==> config.mk <==
export PLATFORM = sky130hd
export DESIGN_NAME = prog_sequencer
export DESIGN_NICKNAME = d
export VERILOG_FILES = /design/src/rtl/seq_pkg.sv /design/src/rtl/prog_ram.sv /design/src/rtl/prog_sequencer.sv
export SDC_FILE = /design/constraint.sdc
export NUM_CORES = 1
export LEC_CHECK = 0
export CAP_MARGIN = 10
export CORE_ASPECT_RATIO = 1.1
export CORE_MARGIN = 2
export CORE_UTILIZATION = 50
export CTS_CLUSTER_SIZE = 40
export DETAILED_ROUTE_END_ITERATION = 8
export GPL_TIMING_DRIVEN = 0
export PLACE_DENSITY = 0.69
export SYNTH_ARGS = -nofsm -noshare
export SYNTH_HDL_FRONTEND = slang
export SYNTH_SLANG_ARGS = --single-unit
==> constraint.sdc <==
create_clock -name Clock -period 2.6 [get_ports Clock]
set_input_delay 0.26 -clock Clock [delete_from_list [all_inputs] [get_ports Clock]]
set_output_delay 0.26 -clock Clock [all_outputs]
set_load 0.1 [all_outputs]
==> src/rtl/seq_pkg.sv <==
// Shared constants for the program sequencer: opcode encodings, opcode field
// position and FSM state encodings.
package seq_pkg;

    localparam logic [1:0] OP_MV  = 2'b00;
    localparam logic [1:0] OP_MVI = 2'b01;
    localparam logic [1:0] OP_ADD = 2'b10;
    localparam logic [1:0] OP_SUB = 2'b11;

    localparam int OPC_HI = 5;
    localparam int OPC_LO = 4;

    typedef logic [2:0] state_t;

    localparam state_t ST_IDLE  = 3'd0;
    localparam state_t ST_ISSUE = 3'd1;
    localparam state_t ST_WAIT  = 3'd2;
    localparam state_t ST_ADV   = 3'd3;
    localparam state_t ST_HALT  = 3'd4;
    localparam state_t ST_STALL = 3'd5;

    // mvi is the only two-word instruction.
    function automatic logic is_mvi(input logic [1:0] opc);
        return opc == OP_MVI;
    endfunction

endpackage

==> src/rtl/prog_ram.sv <==
// Program memory: one synchronous write port, two combinational read ports
// (current word and the following word for mvi immediates).
module prog_ram #(
    parameter int DATA_W = 6,
    parameter int DEPTH  = 16,
    parameter int ADDR_W = 4
) (
    input  logic              clk_i,
    input  logic              we_i,
    input  logic [ADDR_W-1:0] waddr_i,
    input  logic [DATA_W-1:0] wdata_i,
    input  logic [ADDR_W-1:0] raddr0_i,
    output logic [DATA_W-1:0] rdata0_o,
    input  logic [ADDR_W-1:0] raddr1_i,
    output logic [DATA_W-1:0] rdata1_o
);

    logic [DATA_W-1:0] mem_q [DEPTH];

    // Write port; contents are intentionally not reset.
    always_ff @(posedge clk_i) begin
        if (we_i) begin
            mem_q[waddr_i] <= wdata_i;
        end
    end

    assign rdata0_o = mem_q[raddr0_i];
    assign rdata1_o = mem_q[raddr1_i];

endmodule

==> src/rtl/prog_sequencer.sv <==
// Program sequencer feeding DIN/Run of the processor core and waiting on Done.
// Optional single-step mode (Step input, STALL state) under SEQ_SINGLE_STEP_EN.
module prog_sequencer
    import seq_pkg::*;
#(
    parameter int DATA_W  = 6,
    parameter int DEPTH   = 16,
    parameter int ADDR_W  = 4,
    parameter int TIMEOUT = 15
) (
    input  logic              Clock,
    input  logic              Reset,
    input  logic              Start,
    input  logic              Prog_We,
    input  logic [ADDR_W-1:0] Prog_Addr,
    input  logic [DATA_W-1:0] Prog_Wdata,
    input  logic [ADDR_W:0]   Prog_Len,
    input  logic              Done,
`ifdef SEQ_SINGLE_STEP_EN
    input  logic              Step,
`endif
    output logic [DATA_W-1:0] DIN,
    output logic              Run,
    output logic [ADDR_W-1:0] PC,
    output logic              Halted,
    output logic              Fault
);

    localparam int TMO_W = $clog2(TIMEOUT + 1);

`ifdef SEQ_SINGLE_STEP_EN
    localparam state_t ST_ENTRY = ST_STALL;
`else
    localparam state_t ST_ENTRY = ST_ISSUE;
`endif

    state_t            state_q, state_d;
    logic [ADDR_W-1:0] pc_q, pc_d;
    logic [ADDR_W:0]   len_q, len_d;
    logic [TMO_W-1:0]  tmo_q, tmo_d;
    logic              mvi_q, mvi_d;
    logic              fault_q, fault_d;
    logic [DATA_W-1:0] din_q, din_s;
    logic [DATA_W-1:0] rd0_s, rd1_s;
    logic [ADDR_W:0]   pc_inc_s;
    logic              we_s;

    assign we_s     = Prog_We && ((state_q == ST_IDLE) || (state_q == ST_HALT));
    assign pc_inc_s = {1'b0, pc_q} + (mvi_q ? (ADDR_W+1)'(2) : (ADDR_W+1)'(1));

    prog_ram #(
        .DATA_W (DATA_W),
        .DEPTH  (DEPTH),
        .ADDR_W (ADDR_W)
    ) u_ram (
        .clk_i    (Clock),
        .we_i     (we_s),
        .waddr_i  (Prog_Addr),
        .wdata_i  (Prog_Wdata),
        .raddr0_i (pc_q),
        .rdata0_o (rd0_s),
        .raddr1_i (pc_q + ADDR_W'(1)),
        .rdata1_o (rd1_s)
    );

    // Next-state logic for the sequencing FSM and its datapath registers.
    always_comb begin
        state_d = state_q;
        pc_d    = pc_q;
        len_d   = len_q;
        tmo_d   = tmo_q;
        mvi_d   = mvi_q;
        fault_d = fault_q;
        case (state_q)
            ST_IDLE, ST_HALT: begin
                if (Start) begin
                    len_d   = Prog_Len;
                    pc_d    = '0;
                    fault_d = 1'b0;
                    state_d = (Prog_Len == '0) ? ST_HALT : ST_ENTRY;
                end else begin
                    state_d = state_q;
                end
            end
            ST_ISSUE: begin
                tmo_d   = '0;
                mvi_d   = is_mvi(rd0_s[OPC_HI:OPC_LO]);
                state_d = ST_WAIT;
            end
            ST_WAIT: begin
                tmo_d = tmo_q + TMO_W'(1);
                if (Done) begin
                    state_d = ST_ADV;
                end else if (tmo_q == TMO_W'(TIMEOUT - 1)) begin
                    fault_d = 1'b1;
                    state_d = ST_HALT;
                end else begin
                    state_d = ST_WAIT;
                end
            end
            ST_ADV: begin
                pc_d    = pc_inc_s[ADDR_W-1:0];
                state_d = (pc_inc_s >= len_q) ? ST_HALT : ST_ENTRY;
            end
            ST_STALL: begin
`ifdef SEQ_SINGLE_STEP_EN
                if (Step) begin
                    state_d = ST_ISSUE;
                end else begin
                    state_d = ST_STALL;
                end
`else
                state_d = ST_IDLE;
`endif
            end
            default: begin
                state_d = ST_IDLE;
            end
        endcase
    end

    // DIN mux: live memory word while an instruction is in flight, held otherwise.
    always_comb begin
        din_s = din_q;
        case (state_q)
            ST_ISSUE: din_s = rd0_s;
            ST_WAIT:  din_s = mvi_q ? rd1_s : rd0_s;
            default:  din_s = din_q;
        endcase
    end

    // State registers with synchronous reset.
    always_ff @(posedge Clock) begin
        if (Reset) begin
            state_q <= ST_IDLE;
            pc_q    <= '0;
            len_q   <= '0;
            tmo_q   <= '0;
            mvi_q   <= 1'b0;
            fault_q <= 1'b0;
            din_q   <= '0;
        end else begin
            state_q <= state_d;
            pc_q    <= pc_d;
            len_q   <= len_d;
            tmo_q   <= tmo_d;
            mvi_q   <= mvi_d;
            fault_q <= fault_d;
            din_q   <= din_s;
        end
    end

    assign DIN    = din_s;
    assign Run    = (state_q == ST_ISSUE);
    assign PC     = pc_q;
    assign Halted = (state_q == ST_HALT);
    assign Fault  = fault_q;

endmodule

==> run summary, run 1 <==
Status = finished, violations left
Failing checks = negative setup slack
Final #Nets = 509
Hold Crit Depth = 3
Pre-antenna DRT Iters = 5
Post-synthesis sequential area ratio = 57.0%
Multi-input gate area = 0.00259 mm^2
Reg-to-reg startpoint = mvi_q$_SDFFE_PP0P_
Period utilization = 114%
CTS clk-pin slew, worst paths = 0.06 ns
Layout Utilization = 62.8%
Worst Reg-to-Reg Cells = 9
Critical-path top delay cell = xor2_1
ANT cells = 0
Area of the mapped netlist = 0.00604 mm^2
WHS Endpoint = len_q[1]$_SDFFE_PP0P_
Post-Place Cells = 602
Hold Crit Start = Prog_Len[1]
CP arrival = 2.70 ns
Clock Latency Late Sink = 0.41 ns
Die footprint = 0.0130 mm^2
Core box area = 0.0119 mm^2
Max-Cap Viols = 0
Critical path launch point type = flip-flop
Most common cell after layout, fill and taps aside = edfxtp_1
PwrDens = 872 mW/mm^2
Synth Register Bits = 124
Slowest cell delay on critical path = 0.44 ns
Most frequent cells in the layout = edfxtp_1 (96), mux4_2 (46), nand2_1 (30)
Lkg Pwr = 2.48 nW
Setup violations, final = 6
# rows = 42
TritonCTS clock tree = built
Final worst slack = -0.365 ns
Pwr Total = 6.54 mW
CTS root buffer = clkbuf_16
CP Max Fanout = 10
Slew HR = 35.2%
H-tree Lvls = 4
CTS sink count = 124
Vias per cell = 6.11
Grt ovf = 0
Final WL = 14.8 mm
Filler cell count = 852
Worst reg2reg path endpoint = state_q[2]$_SDFFE_PP0N_
I/O pin cnt = 33
Req. time, crit path = 2.34 ns
Crit Path Category = flip-flop to output pin
Layout area overhead = 24.0%
Yosys cell types = 52
Layout Cells excl Fill = 644
Final Hold Violating Endpoints = 0
GPL Wtd Cong = 0.789
WL per Instance = 23.0 um
Initial core utilization = 50.7%
CTS Buffer Depth = 2
Worst slew pin tran = 0.969 ns
Fmax = 337 MHz
Die Y-Extent = 119 um
DR vias = 3938
EDFF count, synth = 96
Max rail drop VDD = 0.642 mV
Worst Hold Class = input pin to flip-flop
Port Buf Inserts = 32
Final Slew Violations = 0
Initial antenna violation count = 0
Clock buffer count from CTS = 17
RSZ-0062 raised after global routing = yes
Nature of the critical path endpoint = output pin
First-pass GRT wire length = 22.6 mm
Syn Inst Count = 416
Syn Nets = 447
Register-to-register setup slack = 0.20 ns
Layout cells sized above 1 = 29.8%
Top_reg_cell synth = edfxtp_1
Fin crit period = 2.96 ns
Mapped Avg Cell Area = 14.5 um^2
DRC = 0
Asr flop ratio synth = 0%
Clk_skew = 0.00679 ns
All-Layer GR Usage = 24.5%
DRT iter0 DRCs = 416
Crit-path cells = buf_2 > xor2_1 > buf_4 > mux2i_2 > o22ai_2 > nand3b_1 > buf_12
FF+latch area = 0.00346 mm^2
ANT nets after route = 0
Post-DP HPWL = 10.0 mm
Yosys warns = 0
Vias in the first global route = 3959
Largest net degree at the start of global routing = 17
Die W = 109 um
worst max-delay path: cells and delay by family, from the launching register on:
kind / cells / cell delay (ns)
AO/OA/AOI/OAI: 1 / 0.13
XOR/XNOR: 1 / 0.44
buffers and inverters: 3 / 0.76
flip-flops: 1 / 0.33
multiplexers: 1 / 0.35
AND/OR/NAND/NOR: 1 / 0.27
per-layer routing:
metal  part of all wire (%)  wire (um)  up-vias  GRT usage, %
met5                      0          0        -             0
met3                    4.7        697       22          5.15
li1                       -          -     1768             -
met1                     41       6030     2003          31.1
met2                     52       7720      145          41.4
met4                    2.2        329        0          8.89
sequential cells by signal, indices dropped and copies added (netlist names), named ones only:
| name | count |
|---|---|
| len_q | 5 |
| din_q | 6 |
| PC | 4 |
| u_ram.mem_q | 96 |
| tmo_q | 4 |
| Fault | 1 |
| mvi_q | 1 |
| state_q | 3 |
Yosys cell counts, types with 3 or more instances:
cell type,instances,area (um^2)
a21o_1,3,22.5
a21oi_1,19,95.1
a22oi_1,3,22.5
and2_1,4,25.0
buf_2,9,45.0
clkbuf_1,11,41.3
dfxtp_1,28,561
edfxtp_1,96,2880
ha_1,10,125
inv_1,14,52.6
mux2i_1,28,280
mux4_2,45,1010
nand2_1,32,120
nand2b_1,6,37.5
nand3_1,6,30.0
nor2_1,25,93.8
nor2b_1,4,25.0
nor3_1,13,65.1
nor3b_1,3,22.5
o21ai_0,9,45.0
o22ai_1,4,25.0
xor2_1,3,26.3
how the worst max path moves through the flow:
stage	from	to	slack, ns	depth (start not counted)
after global placement	PC[1]$_SDFFE_PP0P_	DIN[4]	-0.95	9
after CTS	PC[0]$_SDFFE_PP0P_	DIN[4]	-0.36	10
after global routing	PC[0]$_SDFFE_PP0P_	DIN[1]	-0.42	8
after floorplan	PC[1]$_SDFFE_PP0P_	din_q[2]$_SDFF_PP0_	-0.46	8
after detailed placement	PC[1]$_SDFFE_PP0P_	DIN[4]	-0.95	9
final	PC[2]$_SDFFE_PP0P_	DIN[2]	-0.36	7
cells by family after synthesis:
family | count (synthesis) | synth area share (%)
AOI/OAI and AO/OA | 56 | 6.07
xor gates and xnor gates | 5 | 0.725
DFF | 124 | 57.0
buffers and inverters | 38 | 2.92
adders and majority gates | 11 | 2.40
muxes | 76 | 22.2
and+or+nand+nor | 106 | 8.68
metrics by stage:
step | TNS, ns | worst slack (ns) | area (um^2) | hold slack, ns
after global placement | -17.48 | -0.952 | 6630 | 0.446
after global routing | -2.05 | -0.422 | 7490 | 0.426
final | -1.66 | -0.365 | 7490 | 0.425
after detailed placement | -19.57 | -0.955 | 6630 | 0.451
after CTS | -1.84 | -0.362 | 7410 | 0.418
after floorplan | -1.34 | -0.460 | 6120 | 0.324
timing repair:
action,CTS,global route
cloned,1,0
endpoints found under the setup margin,69,37
hold buffers,0,0
resized for setup,81,23
pin swaps,4,4
setup buffers,9,3
endpoints found under the hold margin,0,0
final cells by class:
| type | instances | area share, % |
|---|---|---|
| Clock buffer | 21 | 5.88 |
| Inverter | 14 | 0.701 |
| Multi-Input combinational cell | 254 | 34.6 |
| Clock inverter | 10 | 1.65 |
| Tap cell | 154 | 2.57 |
| Buffer | 23 | 2.02 |
| Timing Repair Buffer | 44 | 6.43 |
| Sequential cell | 124 | 46.1 |
report_power, final:
group          leakage [nW]  total, mW  internal [mW]  switching [mW]
combinational          1.11       1.93          0.679            1.25
clock                 0.273       2.29           1.48           0.809
sequential             1.10       2.32           2.25          0.0690
total                  2.48       6.54           4.41            2.12
(Power assumes the default switching activity.)
==> inputs of run 2 (changes only) <==
--- a/config.mk
+++ b/config.mk
@@ -11,6 +11,7 @@
 export CORE_UTILIZATION = 50
 export CTS_CLUSTER_SIZE = 40
 export DETAILED_ROUTE_END_ITERATION = 8
+export GPL_ROUTABILITY_DRIVEN = 0
 export GPL_TIMING_DRIVEN = 0
 export PLACE_DENSITY = 0.69
 export SYNTH_ARGS = -nofsm -noshare
==> results of run 2 <==
Final layout, timing and power as in run 1 (identical DEF).
